--- src/rtl/memory_arbiter.sv ---
// Two-requester RAM arbiter: data side has priority, instruction fetch shares the single RAM port.
// Optional starvation guard (ARB_STARVE_GUARD_EN) forces a fetch grant after STARVE_LIMIT data wins.
module memory_arbiter #(
  parameter int STARVE_LIMIT = 4
) (
  input  logic        CLK,
  input  logic        RST,
  input  logic        iREN,
  input  logic [31:0] iaddr,
  output logic [31:0] iload,
  output logic        iwait,
  input  logic        dREN,
  input  logic        dWEN,
  input  logic [31:0] daddr,
  input  logic [31:0] dstore,
  output logic [31:0] dload,
  output logic        dwait,
  output logic        ramREN,
  output logic        ramWEN,
  output logic [31:0] ramaddr,
  output logic [31:0] ramstore,
  input  logic [31:0] ramload,
  input  logic [1:0]  ramstate,
  output logic        err
);

  typedef enum logic [1:0] {IDLE, IGNT, DGNT} state_e;

  localparam logic [1:0] RS_ACCESS = 2'b10;
  localparam logic [1:0] RS_ERROR  = 2'b11;
  localparam logic [2:0] LIMIT3    = 3'(STARVE_LIMIT);

  state_e      state_q;
  logic        ren_q, wen_q, err_q;
  logic [31:0] addr_q, store_q;

  logic dreq, ihit, dhit, gnt_req, force_i;

  assign dreq    = dREN | dWEN;
  assign ihit    = (state_q == IGNT) && (ramstate == RS_ACCESS) && iREN;
  assign dhit    = (state_q == DGNT) && (ramstate == RS_ACCESS) && dreq;
  assign gnt_req = (state_q == IGNT) ? iREN : dreq;

  assign iwait = iREN & ~ihit;
  assign dwait = dreq & ~dhit;
  assign iload = ihit ? ramload : 32'h0;
  assign dload = dhit ? ramload : 32'h0;

  assign ramREN   = ren_q;
  assign ramWEN   = wen_q;
  assign ramaddr  = addr_q;
  assign ramstore = store_q;
  assign err      = err_q;

`ifdef ARB_STARVE_GUARD_EN
  logic [2:0] cnt_q;

  assign force_i = iREN && (cnt_q == LIMIT3);

  // Counts data wins that happened while a fetch was waiting; saturates at the limit.
  always_ff @(posedge CLK) begin
    if (RST)                            cnt_q <= 3'd0;
    else if (!iREN || ihit)             cnt_q <= 3'd0;
    else if (dhit && cnt_q != LIMIT3)   cnt_q <= cnt_q + 3'd1;
  end
`else
  logic unused_limit;

  assign force_i      = 1'b0;
  assign unused_limit = ^LIMIT3;
`endif

  always_ff @(posedge CLK) begin
    if (RST) begin
      state_q <= IDLE;
      ren_q   <= 1'b0;
      wen_q   <= 1'b0;
      addr_q  <= 32'h0;
      store_q <= 32'h0;
      err_q   <= 1'b0;
    end else begin
      case (state_q)
        IDLE: begin
          if (force_i || (iREN && !dreq)) begin
            state_q <= IGNT;
            ren_q   <= 1'b1;
            wen_q   <= 1'b0;
            addr_q  <= iaddr;
            store_q <= 32'h0;
          end else if (dreq) begin
            // Write wins when both data strobes are up.
            state_q <= DGNT;
            ren_q   <= ~dWEN;
            wen_q   <= dWEN;
            addr_q  <= daddr;
            store_q <= dstore;
          end
        end
        IGNT, DGNT: begin
          if (ramstate == RS_ERROR) err_q <= 1'b1;
          if (ramstate == RS_ERROR || ramstate == RS_ACCESS || !gnt_req) begin
            state_q <= IDLE;
            ren_q   <= 1'b0;
            wen_q   <= 1'b0;
          end
        end
        default: begin
          state_q <= IDLE;
          ren_q   <= 1'b0;
          wen_q   <= 1'b0;
        end
      endcase
    end
  end

endmodule

--- config.mk ---
export PLATFORM = sky130hd
export DESIGN_NAME = memory_arbiter
export DESIGN_NICKNAME = d
export VERILOG_FILES = /design/src/rtl/memory_arbiter.sv
export SDC_FILE = /design/constraint.sdc
export NUM_CORES = 1
export LEC_CHECK = 0
export ABC_AREA = 1
export CORE_AREA = 4 4 121 123
export DETAILED_ROUTE_END_ITERATION = 12
export DIE_AREA = 0 0 125 127
export DONT_BUFFER_PORTS = 1
export PLACE_DENSITY = 0.4
export SLEW_MARGIN = 10
export SYNTH_ARGS = -nofsm -noshare
export SYNTH_HDL_FRONTEND = slang
export SYNTH_SLANG_ARGS = --single-unit
export TNS_END_PERCENT = 10
--- constraint.sdc ---
create_clock -name CLK -period 2.5 [get_ports CLK]
set_input_delay 0.5 -clock CLK [delete_from_list [all_inputs] [get_ports CLK]]
set_output_delay 0.5 -clock CLK [all_outputs]
set_load 0.05 [all_outputs]
After elaboration in Yosys (flattened, before gate mapping)

Cells that the tools add are included.
W data, S select, Z words.

Register bits: 69
Input bits: 135
Word-level logic and storage cells: 51

Equality and inequality tests: 6
Mux-type cells: 18
Bitwise operators: 6
Reductions and logical operators: 15

Operator list:

| operator             | number |
|---|---|
| $mux W32             | 6 |
| $eq A2 B2 Y1 const B | 3 |
| $mux W1              | 6 |
| $mux W2              | 3 |
| $reduce_and A2 Y1    | 3 |
| $logic_and A1 B1 Y1  | 5 |
| $pmux W1 S2          | 2 |
| $pmux W2 S2          | 1 |
| $ne A3 B3 Y1 const B | 1 |
| $not A1 Y1           | 3 |
| $and A1 B1 Y1        | 2 |
| $eq A2 B1 Y1 const B | 1 |
| $logic_not A1 Y1     | 2 |
| $logic_not A2 Y1     | 1 |
| $logic_or A1 B1 Y1   | 2 |
| $ne A2 B2 Y1 const B | 1 |
| $reduce_bool A2 Y1   | 1 |
| $reduce_or A2 Y1     | 1 |
| $or A1 B1 Y1         | 1 |

Longest topological paths before layout

Gate-level depths: netlist of the first run.

Depth in word-level cells: 6
Depth in mapped cells: 8

Worst setup path after synthesis of the first run

No wires, ideal clock.

Kind: in2out
From: input dWEN
To: output dload[10]
Data arrival time: 1,633 ps
Required time: 2,000 ps
Slack: 367 ps
Stages: 5
Buffers on the path: 1
Cell sequence: inv_1 nand2_1 nand4_1 clkbuf_1 nor2_1

Longest elaborated chain between the ends: 3

RTL lines:

| item                | RTL line | RTL |
|---|---|---|
| from (decl)         | 13       | `input logic dWEN,` |
| $or A1 B1 Y1        | 39       | `assign dreq = dREN \| dWEN;` |
| $logic_and A1 B1 Y1 | 41       | `assign dhit = (state_q == DGNT) && (ramstate == RS_ACCESS) && dreq;` |
| $mux W32            | 47       | `assign dload = dhit ? ramload : 32'h0;` |
| to (decl)           | 16       | `output logic [31:0] dload,` |

Every way passes these cells.

Worst setup path after layout of the first run

From: register state_q[1]
To: output iload[7]

Longest elaborated chain between the ends: 4

RTL lines:

| item                              | RTL line | RTL |
|---|---|---|
| from (decl)                       | 33       | `state_e state_q;` |
| from (signal assigned)            | 75       | `state_q <= IDLE;` |
| from (signal assigned)            | 85       | `state_q <= IGNT;` |
| from (signal assigned)            | 92       | `state_q <= DGNT;` |
| $eq A2 B1 Y1                      | 40       | `assign ihit = (state_q == IGNT) && (ramstate == RS_ACCESS) && iREN;` |
| $logic_and A1 B1 Y1 (2 in series) | 40       |  |
| $mux W32                          | 46       | `assign iload = ihit ? ramload : 32'h0;` |
| to (decl)                         | 10       | `output logic [31:0] iload,` |

Every way passes these cells.

==> results.py, run 1 <==
metrics = {
    "outcome": {
        "status": "complete, no violations",
    },
    "placement": {
        "placed_area_um2": 3930,
        "io_buffers": 0,
        "place.gp.congestion": 0.910,
        "post-place-ws_ns": 0.578,
        "dpl.hpwl_um": 8930,
        "dp_cells": 754,
    },
    "cts": {
        "path_clk_slew_ns": 0.06,
        "hold_buffers": 0,
        "cts_resized": 0,
        "cts_tree": "yes",
        "ctsHtreeMaxLevel": 3,
        "cts_sinks": 69,
        "clock_latency_ns": 0.33,
        "numCtsBuffers": 9,
        "postCtsSetupRepairBufs": 0,
        "clk_path_buf_depth": 2,
        "clockRootBuffer": "clkbuf_16",
    },
    "route": {
        "wl_um": 11600,
        "drt-pass1-iter-count": 4,
        "vias": 3482,
        "dr.first_iter.drc_count": 83,
        "drc": 0,
        "ant_nets": 0,
        "wire_per_inst_um": 15.1,
        "routed_via_density": 4.52,
    },
    "setup_path": {
        "crit_chain": "inv_1 > ha_1 > nand4_1 > buf_4 > buf_4 > nor2_1 > buf_4",
        "cpMostUsedCell": "buf_4",
        "critPathRequiredTime_ns": 2.00,
        "arrival_ns": 1.78,
        "cp_slowest_cell": "dfxtp_1",
        "r2r-start": "state_q[0]",
        "cp_max_fo": 22,
        "startpoint_type": "register",
        "crit_type": "reg -> out",
        "r2r_end": "ramstore[15]",
        "reg2reg_depth": 8,
        "cp-end-kind": "output port",
        "reg2reg_slack_ns": 0.90,
        "slowest_delay_ns": 0.36,
    },
    "timing": {
        "finalHoldViolCount": 0,
        "relSlewSlack": 0.612,
        "worst_slew_pin_slew_ns": 0.581,
        "rsz0062_at_grt": "false",
        "fin_skew_ns": 0.00464,
        "setup_tns_ns": 0,
        "clock.fmax_mhz": 439,
        "finalSetupViolations": 0,
        "period_share": 0.911,
        "slew_violations": 0,
        "fin_ws_ns": 0.221,
        "period_needed_ns": 2.28,
        "holdWs_ns": 0.236,
    },
    "synth": {
        "netlist_instances": 534,
        "synth_top_cell_area_share": 0.418,
        "synthTopCellsByArea": "dfxtp_1 42%, nand2_1 27%, a21oi_1 10%",
        "synth-seq-cells": 69,
        "yosysUniqueCellTypes": 17,
        "synth_warnings": 0,
        "synth_seq_area_share": 0.418,
        "synthesis.area_um2": 3310,
        "synth.avg_cell_area_um2": 6.20,
        "syn_nets": 672,
        "synth_top_area_cell": "dfxtp_1",
    },
    "floorplan": {
        "dieArea_um2": 15900,
        "core_um2": 13700,
        "initial_core_util": 0.242,
        "rows": 43,
        "die_h_um": 127,
        "die_w_um": 125,
        "pin_count": 268,
    },
    "hold_path": {
        "min_path_cells": 1,
        "hp-class": "in -> reg",
        "holdPathEnd": "ramstore[17]",
        "hold_path.startpoint": "RST",
    },
    "flow_run": {
        "max_cap_viol_count": 0,
    },
    "pwr": {
        "p_leak_nw": 2.11,
        "comb_power_share": 0.134,
        "peakVddDrop_mv": 0.247,
        "swShare": 0.374,
        "pwr-share-seq": 0.504,
        "power.switching_mw": 1.20,
        "clkPwrFrac": 0.362,
        "power.internal_mw": 2.01,
        "powerDensity_nw_per_um2": 764,
        "power_mw": 3.21,
    },
    "global_route": {
        "track_usage": 0.140,
        "grt_pass1_vias": 3375,
        "grt_max_degree": 70,
        "grt_pass1_wl_um": 17800,
        "antenna_found_initial": 0,
        "grt.overflow.total": 0,
    },
    "final_layout": {
        "final_area_um2": 4200,
        "fillCellCount": 1517,
        "final_cell_mix": "235 x nand2_1, 72 x buf_4, 69 x a21oi_1, 69 x dfxtp_1, 65 x nor2_1",
        "final_core_utilization": 0.307,
        "drive_above_1_share": 0.161,
        "syn_to_final_growth_pct": 27.0,
        "final_common_cell": "nand2_1",
        "post_layout_nonfiller_instances": 770,
        "diodes": 0,
        "finalNetCount": 723,
    },
}
## how the worst max path moves through the flow
| stage | start | end | slack, ns | depth (start not counted) |
|---|---|---|---|---|
| after floorplan | dWEN | dload[10] | 0.37 | 5 |
| after global placement | state_q[1] | iload[22] | 0.64 | 7 |
| after detailed placement | state_q[1] | iload[27] | 0.58 | 7 |
| after CTS | state_q[1] | iload[27] | 0.22 | 7 |
| after global routing | state_q[1] | iload[27] | 0.11 | 7 |
| final | state_q[1] | iload[7] | 0.22 | 7 |
## cell families after synthesis
family | share of synthesized area
flip-flops | 0.418
AO/OA/AOI/OAI | 0.112
buffers and inverters | 0.0976
AND/OR/NAND/NOR | 0.362
adder cells (fa/ha/maj) | 0.0113
## critical path, delay by kind of cell (launching register included)
family                     cells  cell delay, ns
DFF                            1            0.36
adders and majority gates      1            0.21
buffers and inverters          4            0.69
and+or+nand+nor                2            0.18
## cell type report
class / count / area, µm² / area share
Multi-Input combinational cell: 386 / 1600 / 0.382
Sequential cell: 69 / 1380 / 0.329
Timing Repair Buffer: 72 / 541 / 0.129
Clock buffer: 9 / 225 / 0.0536
Tap cell: 180 / 225 / 0.0536
Inverter: 47 / 176 / 0.0420
Clock inverter: 7 / 48.8 / 0.0116
## cell usage after synthesis (all sizes together)
cell type  count
clkbuf        17
nand4          2
dfxtp         69
nand3          7
nand2        236
inv           47
a21oi         70
o31ai          1
ha             3
buf           15
nor2          67
## flip-flops by register name, summed over array words and instances, names as in the netlist
register / count
ramaddr: 32
ramstore: 32
state_q: 2
err: 1
ramREN: 1
ramWEN: 1
## power groups by stage
stage	sequential, mW	clock (mW)	combinational, mW
6_report	1.62	1.16	0.430
5_1_grt	1.63	1.27	0.496
3_5_place_dp	1.64	0	0.440
4_1_cts	1.62	1.21	0.441
3_3_place_gp	1.64	0	0.433
2_1_floorplan	1.61	0	0.359
## routing by layer
| layer | track usage | routed length (µm) | share of wire | vias to the layer above |
|---|---|---|---|---|
| li1 | - | - | - | 1724 |
| met1 | 0.144 | 4290 | 0.37 | 1568 |
| met2 | 0.254 | 5850 | 0.50 | 171 |
| met3 | 0.0569 | 1180 | 0.10 | 19 |
| met4 | 0.0555 | 298 | 0.026 | 0 |
| met5 | 0 | 0 | 0 | - |
(Power assumes the default switching activity.)
==> run 2: changes to the inputs <==
--- a/config.mk
+++ b/config.mk
@@ -5,10 +5,9 @@
 export SDC_FILE = /design/constraint.sdc
 export NUM_CORES = 1
 export LEC_CHECK = 0
-export ABC_AREA = 1
-export CORE_AREA = 4 4 121 123
+export CORE_AREA = 4 4 137 106
 export DETAILED_ROUTE_END_ITERATION = 12
-export DIE_AREA = 0 0 125 127
+export DIE_AREA = 0 0 141 110
 export DONT_BUFFER_PORTS = 1
 export PLACE_DENSITY = 0.4
 export SLEW_MARGIN = 10
==> results.py, run 2 <==
metrics = {
    "outcome": {
        "status": "complete, no violations",
    },
    "global_route": {
        "grt_max_degree": 73,
        "grt_pass1_vias": 2672,
        "grt_pass1_wl_um": 15600,
        "grt.overflow.total": 0,
        "antenna_found_initial": 0,
        "track_usage": 0.130,
    },
    "final_layout": {
        "post_layout_nonfiller_instances": 591,
        "final_cell_mix": "69 x dfxtp_1, 66 x nor2_1, 64 x and2_1, 64 x buf_12",
        "fillCellCount": 1272,
        "final_core_utilization": 0.386,
        "syn_to_final_growth_pct": 54.1,
        "final_area_um2": 5010,
        "finalNetCount": 553,
        "drive_above_1_share": 0.217,
        "diodes": 0,
        "final_common_cell": "dfxtp_1",
    },
    "pwr": {
        "comb_power_share": 0.129,
        "peakVddDrop_mv": 0.280,
        "pwr-share-seq": 0.470,
        "power.internal_mw": 2.39,
        "clkPwrFrac": 0.401,
        "powerDensity_nw_per_um2": 720,
        "power.switching_mw": 1.22,
        "p_leak_nw": 1.91,
        "swShare": 0.337,
    },
    "hold_path": {
        "hp-class": "in -> reg",
        "min_path_cells": 1,
        "holdPathEnd": "ramstore[23]",
        "hold_path.startpoint": "RST",
    },
    "timing": {
        "finalSetupViolations": 0,
        "setup_tns_ns": 0,
        "slew_violations": 0,
        "clock.fmax_mhz": 434,
        "worst_slew_pin_slew_ns": 0.816,
        "finalHoldViolCount": 0,
        "period_share": 0.921,
        "period_needed_ns": 2.30,
        "fin_skew_ns": 0.00368,
        "relSlewSlack": 0.456,
        "holdWs_ns": 0.246,
        "rsz0062_at_grt": "false",
    },
    "placement": {
        "dp_cells": 574,
        "io_buffers": 0,
        "place.gp.congestion": 0.785,
        "dpl.hpwl_um": 8810,
        "placed_area_um2": 4660,
    },
    "synth": {
        "netlist_instances": 364,
        "synth_top_area_cell": "dfxtp_1",
        "async_reset_ff_frac": 0,
        "synthesis.area_um2": 3250,
        "syn_nets": 502,
        "synth_seq_area_share": 0.425,
        "synth.avg_cell_area_um2": 8.93,
        "synth-seq-cells": 69,
        "ys_top_cells_by_count": "69 x dfxtp_1, 66 x nor2_1, 64 x and2_1",
        "synth_warnings": 0,
        "yosys_most_used_dff": "dfxtp_1",
        "yosysUniqueCellTypes": 32,
        "yosysMostFrequentCell": "dfxtp_1",
        "synthTopCellsByArea": "dfxtp_1 42%, and2_1 12%, mux2i_1 9.8%",
        "synth_top_cell_area_share": 0.425,
        "synth-edff-count": 0,
    },
    "floorplan": {
        "rows": 36,
        "initial_core_util": 0.251,
        "pin_count": 268,
        "dieArea_um2": 15500,
        "die_h_um": 110,
        "die_w_um": 141,
        "core_um2": 13000,
    },
    "cts": {
        "clockRootBuffer": "clkbuf_16",
        "clock_latency_ns": 0.32,
        "path_clk_slew_ns": 0.06,
        "hold_buffers": 0,
        "cts_tree": "yes",
        "clk_path_buf_depth": 2,
        "postCtsSetupRepairBufs": 0,
        "numCtsBuffers": 9,
        "ctsHtreeMaxLevel": 3,
        "cts_sinks": 69,
        "cts_resized": 0,
    },
    "setup_path": {
        "reg2reg_slack_ns": 0.78,
        "arrival_ns": 1.80,
        "r2r_end": "ramaddr[22]",
        "cp-end-kind": "output port",
        "startpoint_type": "register",
        "cp_max_fo": 32,
        "reg2reg_depth": 6,
        "critPathRequiredTime_ns": 2.00,
        "crit_type": "reg -> out",
        "r2r-start": "state_q[0]",
    },
    "route": {
        "drt-pass1-iter-count": 4,
        "drc": 0,
        "wire_per_inst_um": 18.7,
        "dr.first_iter.drc_count": 115,
        "vias": 2810,
        "routed_via_density": 4.75,
        "ant_nets": 0,
        "wl_um": 11000,
    },
    "flow_run": {
        "max_cap_viol_count": 0,
    },
}
[run 2: worst max-delay path, stage by stage (launching register included)]
cell     delay [ns]
dfxtp_1        0.33
inv_1          0.08
ha_1           0.25
and3_1         0.18
buf_4          0.26
and2_1         0.23
buf_12         0.15
[run 2: worst max path at each step]
stage	start	slack, ns	cells after the start	endpoint
finish	state_q[1]	0.20	6	iload[22]
global route	state_q[1]	0.03	6	iload[20]
CTS	state_q[1]	0.16	6	iload[22]
detailed placement	ramstate[1]	0.46	5	dload[15]
global placement	ramstate[1]	0.48	5	dload[18]
floorplan	ramstate[1]	0.22	2	iwait
[run 2: stage by stage]
step	total power [mW]	worst slack, ns
2_1_floorplan	2.06	0.217
3_3_place_gp	2.18	0.478
3_5_place_dp	2.19	0.458
4_1_cts	3.66	0.160
5_1_grt	3.76	0.0250
6_report	3.61	0.197
[run 2: cell families after synthesis]
family	count (synthesis)	share of synthesized area
compound gates	77	0.179
fa+ha+maj	3	0.0115
simple gates	146	0.232
flops	69	0.425
mux	32	0.0985
buf+inv	37	0.0546
[run 2: metal layers]
layer	track usage	wire, µm	part of all wire
met5	0	0	0
met4	0.0463	174	0.016
met3	0.0522	1190	0.11
met2	0.225	5430	0.49
met1	0.146	4260	0.39
[run 2: power groups by stage]
stage                     sequential, mW  clock [mW]  combinational, mW
final                               1.70        1.45              0.465
after detailed placement            1.72           0              0.467
after floorplan                     1.69           0              0.370
after CTS                           1.70        1.49              0.466
after global routing                1.71        1.53              0.520
after global placement              1.72           0              0.453
[run 2: layout make-up]
class                   count  area, µm²  area share
multi-input cells         258       1710       0.341
clock inverters             6        111      0.0222
inverters                   4       15.0     0.00300
well taps                 171        214      0.0427
repair buffers             73       1350       0.270
flip-flops and latches     69       1380       0.276
clock buffers              10        229      0.0457
==> run 3: changes to the inputs <==
==> constraint.sdc (replaced) <==
create_clock -name CLK -period 2.5 [get_ports CLK]
set_input_delay 0.125 -clock CLK [delete_from_list [all_inputs] [get_ports CLK]]
set_output_delay 0.125 -clock CLK [all_outputs]
set_load 0.05 [all_outputs]
==> results.py, run 3 (synthesis gave the netlist of run 2 again) <==
metrics = {
    "final_layout": {
        "fillCellCount": 1337,
        "final_core_utilization": 0.315,
        "drive_above_1_share": 0.0668,
        "diodes": 0,
        "final_cell_mix": "69 x dfxtp_1, 66 x nor2_1, 64 x and2_1",
        "post_layout_nonfiller_instances": 560,
        "syn_to_final_growth_pct": 25.7,
        "finalNetCount": 523,
        "final_common_cell": "dfxtp_1",
    },
    "pwr": {
        "peakVddDrop_mv": 0.513,
        "power.internal_mw": 2.31,
        "power.switching_mw": 1.22,
        "clkPwrFrac": 0.382,
        "comb_power_share": 0.136,
        "p_leak_nw": 1.55,
        "power_mw": 3.52,
        "powerDensity_nw_per_um2": 862,
        "pwr-share-seq": 0.482,
        "swShare": 0.346,
    },
    "floorplan": {
        "die_w_um": 141,
        "pin_count": 268,
        "rows": 36,
        "initial_core_util": 0.251,
        "dieArea_um2": 15500,
        "die_h_um": 110,
        "core_um2": 13000,
    },
    "route": {
        "ant_nets": 0,
        "drc": 0,
        "wire_per_inst_um": 18.9,
        "drt-pass1-iter-count": 4,
        "vias": 2757,
        "wl_um": 10600,
        "dr.first_iter.drc_count": 149,
        "routed_via_density": 4.92,
    },
    "global_route": {
        "grt_use_met3": 0.0681,
        "grt.busiest_layer": "met2",
        "antenna_found_initial": 0,
        "grt_pass1_wl_um": 14900,
        "grt_util_met1": 0.131,
        "track_usage": 0.127,
        "grt_max_degree": 73,
        "grt_pass1_vias": 2655,
        "grtUsageMet2": 0.225,
        "grt.overflow.total": 0,
    },
    "setup_path": {
        "startpoint_type": "register",
        "cp_max_fo": 32,
        "critPathRequiredTime_ns": 2.38,
        "cp-end-kind": "output port",
        "crit_type": "reg -> out",
        "arrival_ns": 2.08,
    },
    "placement": {
        "dp_cells": 509,
        "io_buffers": 0,
        "dpl.hpwl_um": 7960,
        "place.gp.congestion": 0.882,
    },
    "cts": {
        "clockRootBuffer": "clkbuf_16",
        "postCtsSetupRepairBufs": 0,
        "numCtsBuffers": 9,
        "hold_buffers": 36,
        "cts_tree": "yes",
        "ctsHtreeMaxLevel": 3,
        "cts_sinks": 69,
        "clk_path_buf_depth": 2,
        "cts_resized": 0,
        "clock_latency_ns": 0.33,
        "path_clk_slew_ns": 0.06,
    },
    "timing": {
        "rsz0062_at_grt": "false",
        "finalSetupViolations": 0,
        "period_share": 0.884,
        "clock.fmax_mhz": 453,
        "holdWs_ns": 0.0266,
        "fin_skew_ns": 0.00597,
        "setup_tns_ns": 0,
        "slew_violations": 0,
        "relSlewSlack": 0.532,
        "worst_slew_pin_slew_ns": 0.701,
        "finalHoldViolCount": 0,
        "period_needed_ns": 2.21,
    },
    "outcome": {
        "status": "complete, no violations",
    },
    "hold_path": {
        "hp-class": "in -> reg",
    },
    "flow_run": {
        "max_cap_viol_count": 0,
    },
}
-- run 3: per-stage QoR --
step           setup WS [ns]  cell area, µm²
2_1_floorplan          0.624            3250
3_3_place_gp           0.694            3400
3_5_place_dp           0.631            3400
4_1_cts                0.251            4090
5_1_grt               0.0851            4090
6_report               0.291            4090
-- run 3: worst paths after layout --
path / end / slack (ns) / from / cells after the start
setup / recovery: dload[17] / 0.29 / state_q[0] / 4
hold / removal: ramaddr[14] / 0.03 / daddr[14] / 2
setup reg to reg: ramstore[12] / 0.41 / state_q[0] / 7
hold reg to reg: state_q[1] / 0.53 / state_q[1] / 2
-- run 3: final cells by class --
| type | count | area [µm²] | area share |
|---|---|---|---|
| timing repair buffer | 43 | 455 | 0.111 |
| tap | 171 | 214 | 0.0523 |
| multi-input combinational | 258 | 1710 | 0.418 |
| clock buffer | 10 | 239 | 0.0584 |
| inverter | 4 | 15.0 | 0.00367 |
| sequential | 69 | 1380 | 0.338 |
| clock inverter | 5 | 75.1 | 0.0184 |
-- run 3: routing by layer --
metal  up-vias  share of wire
met3        11           0.12
met1      1266           0.36
met4         0          0.014
met5         -              0
met2       169           0.51
li1       1311              -
-- run 3: critical path, stage by stage (launching register included) --
cell and delay, ns:
dfxtp_1 0.31, inv_1 0.10, ha_1 0.17, and3b_1 0.62, and2_1 0.54
-- run 3: power by group through the flow --
stage	clock network (mW)	registers [mW]	logic (mW)
3_5_place_dp	0	1.73	0.416
5_1_grt	1.44	1.71	0.537
2_1_floorplan	0	1.69	0.370
3_3_place_gp	0	1.73	0.410
6_report	1.35	1.70	0.478
4_1_cts	1.41	1.70	0.484
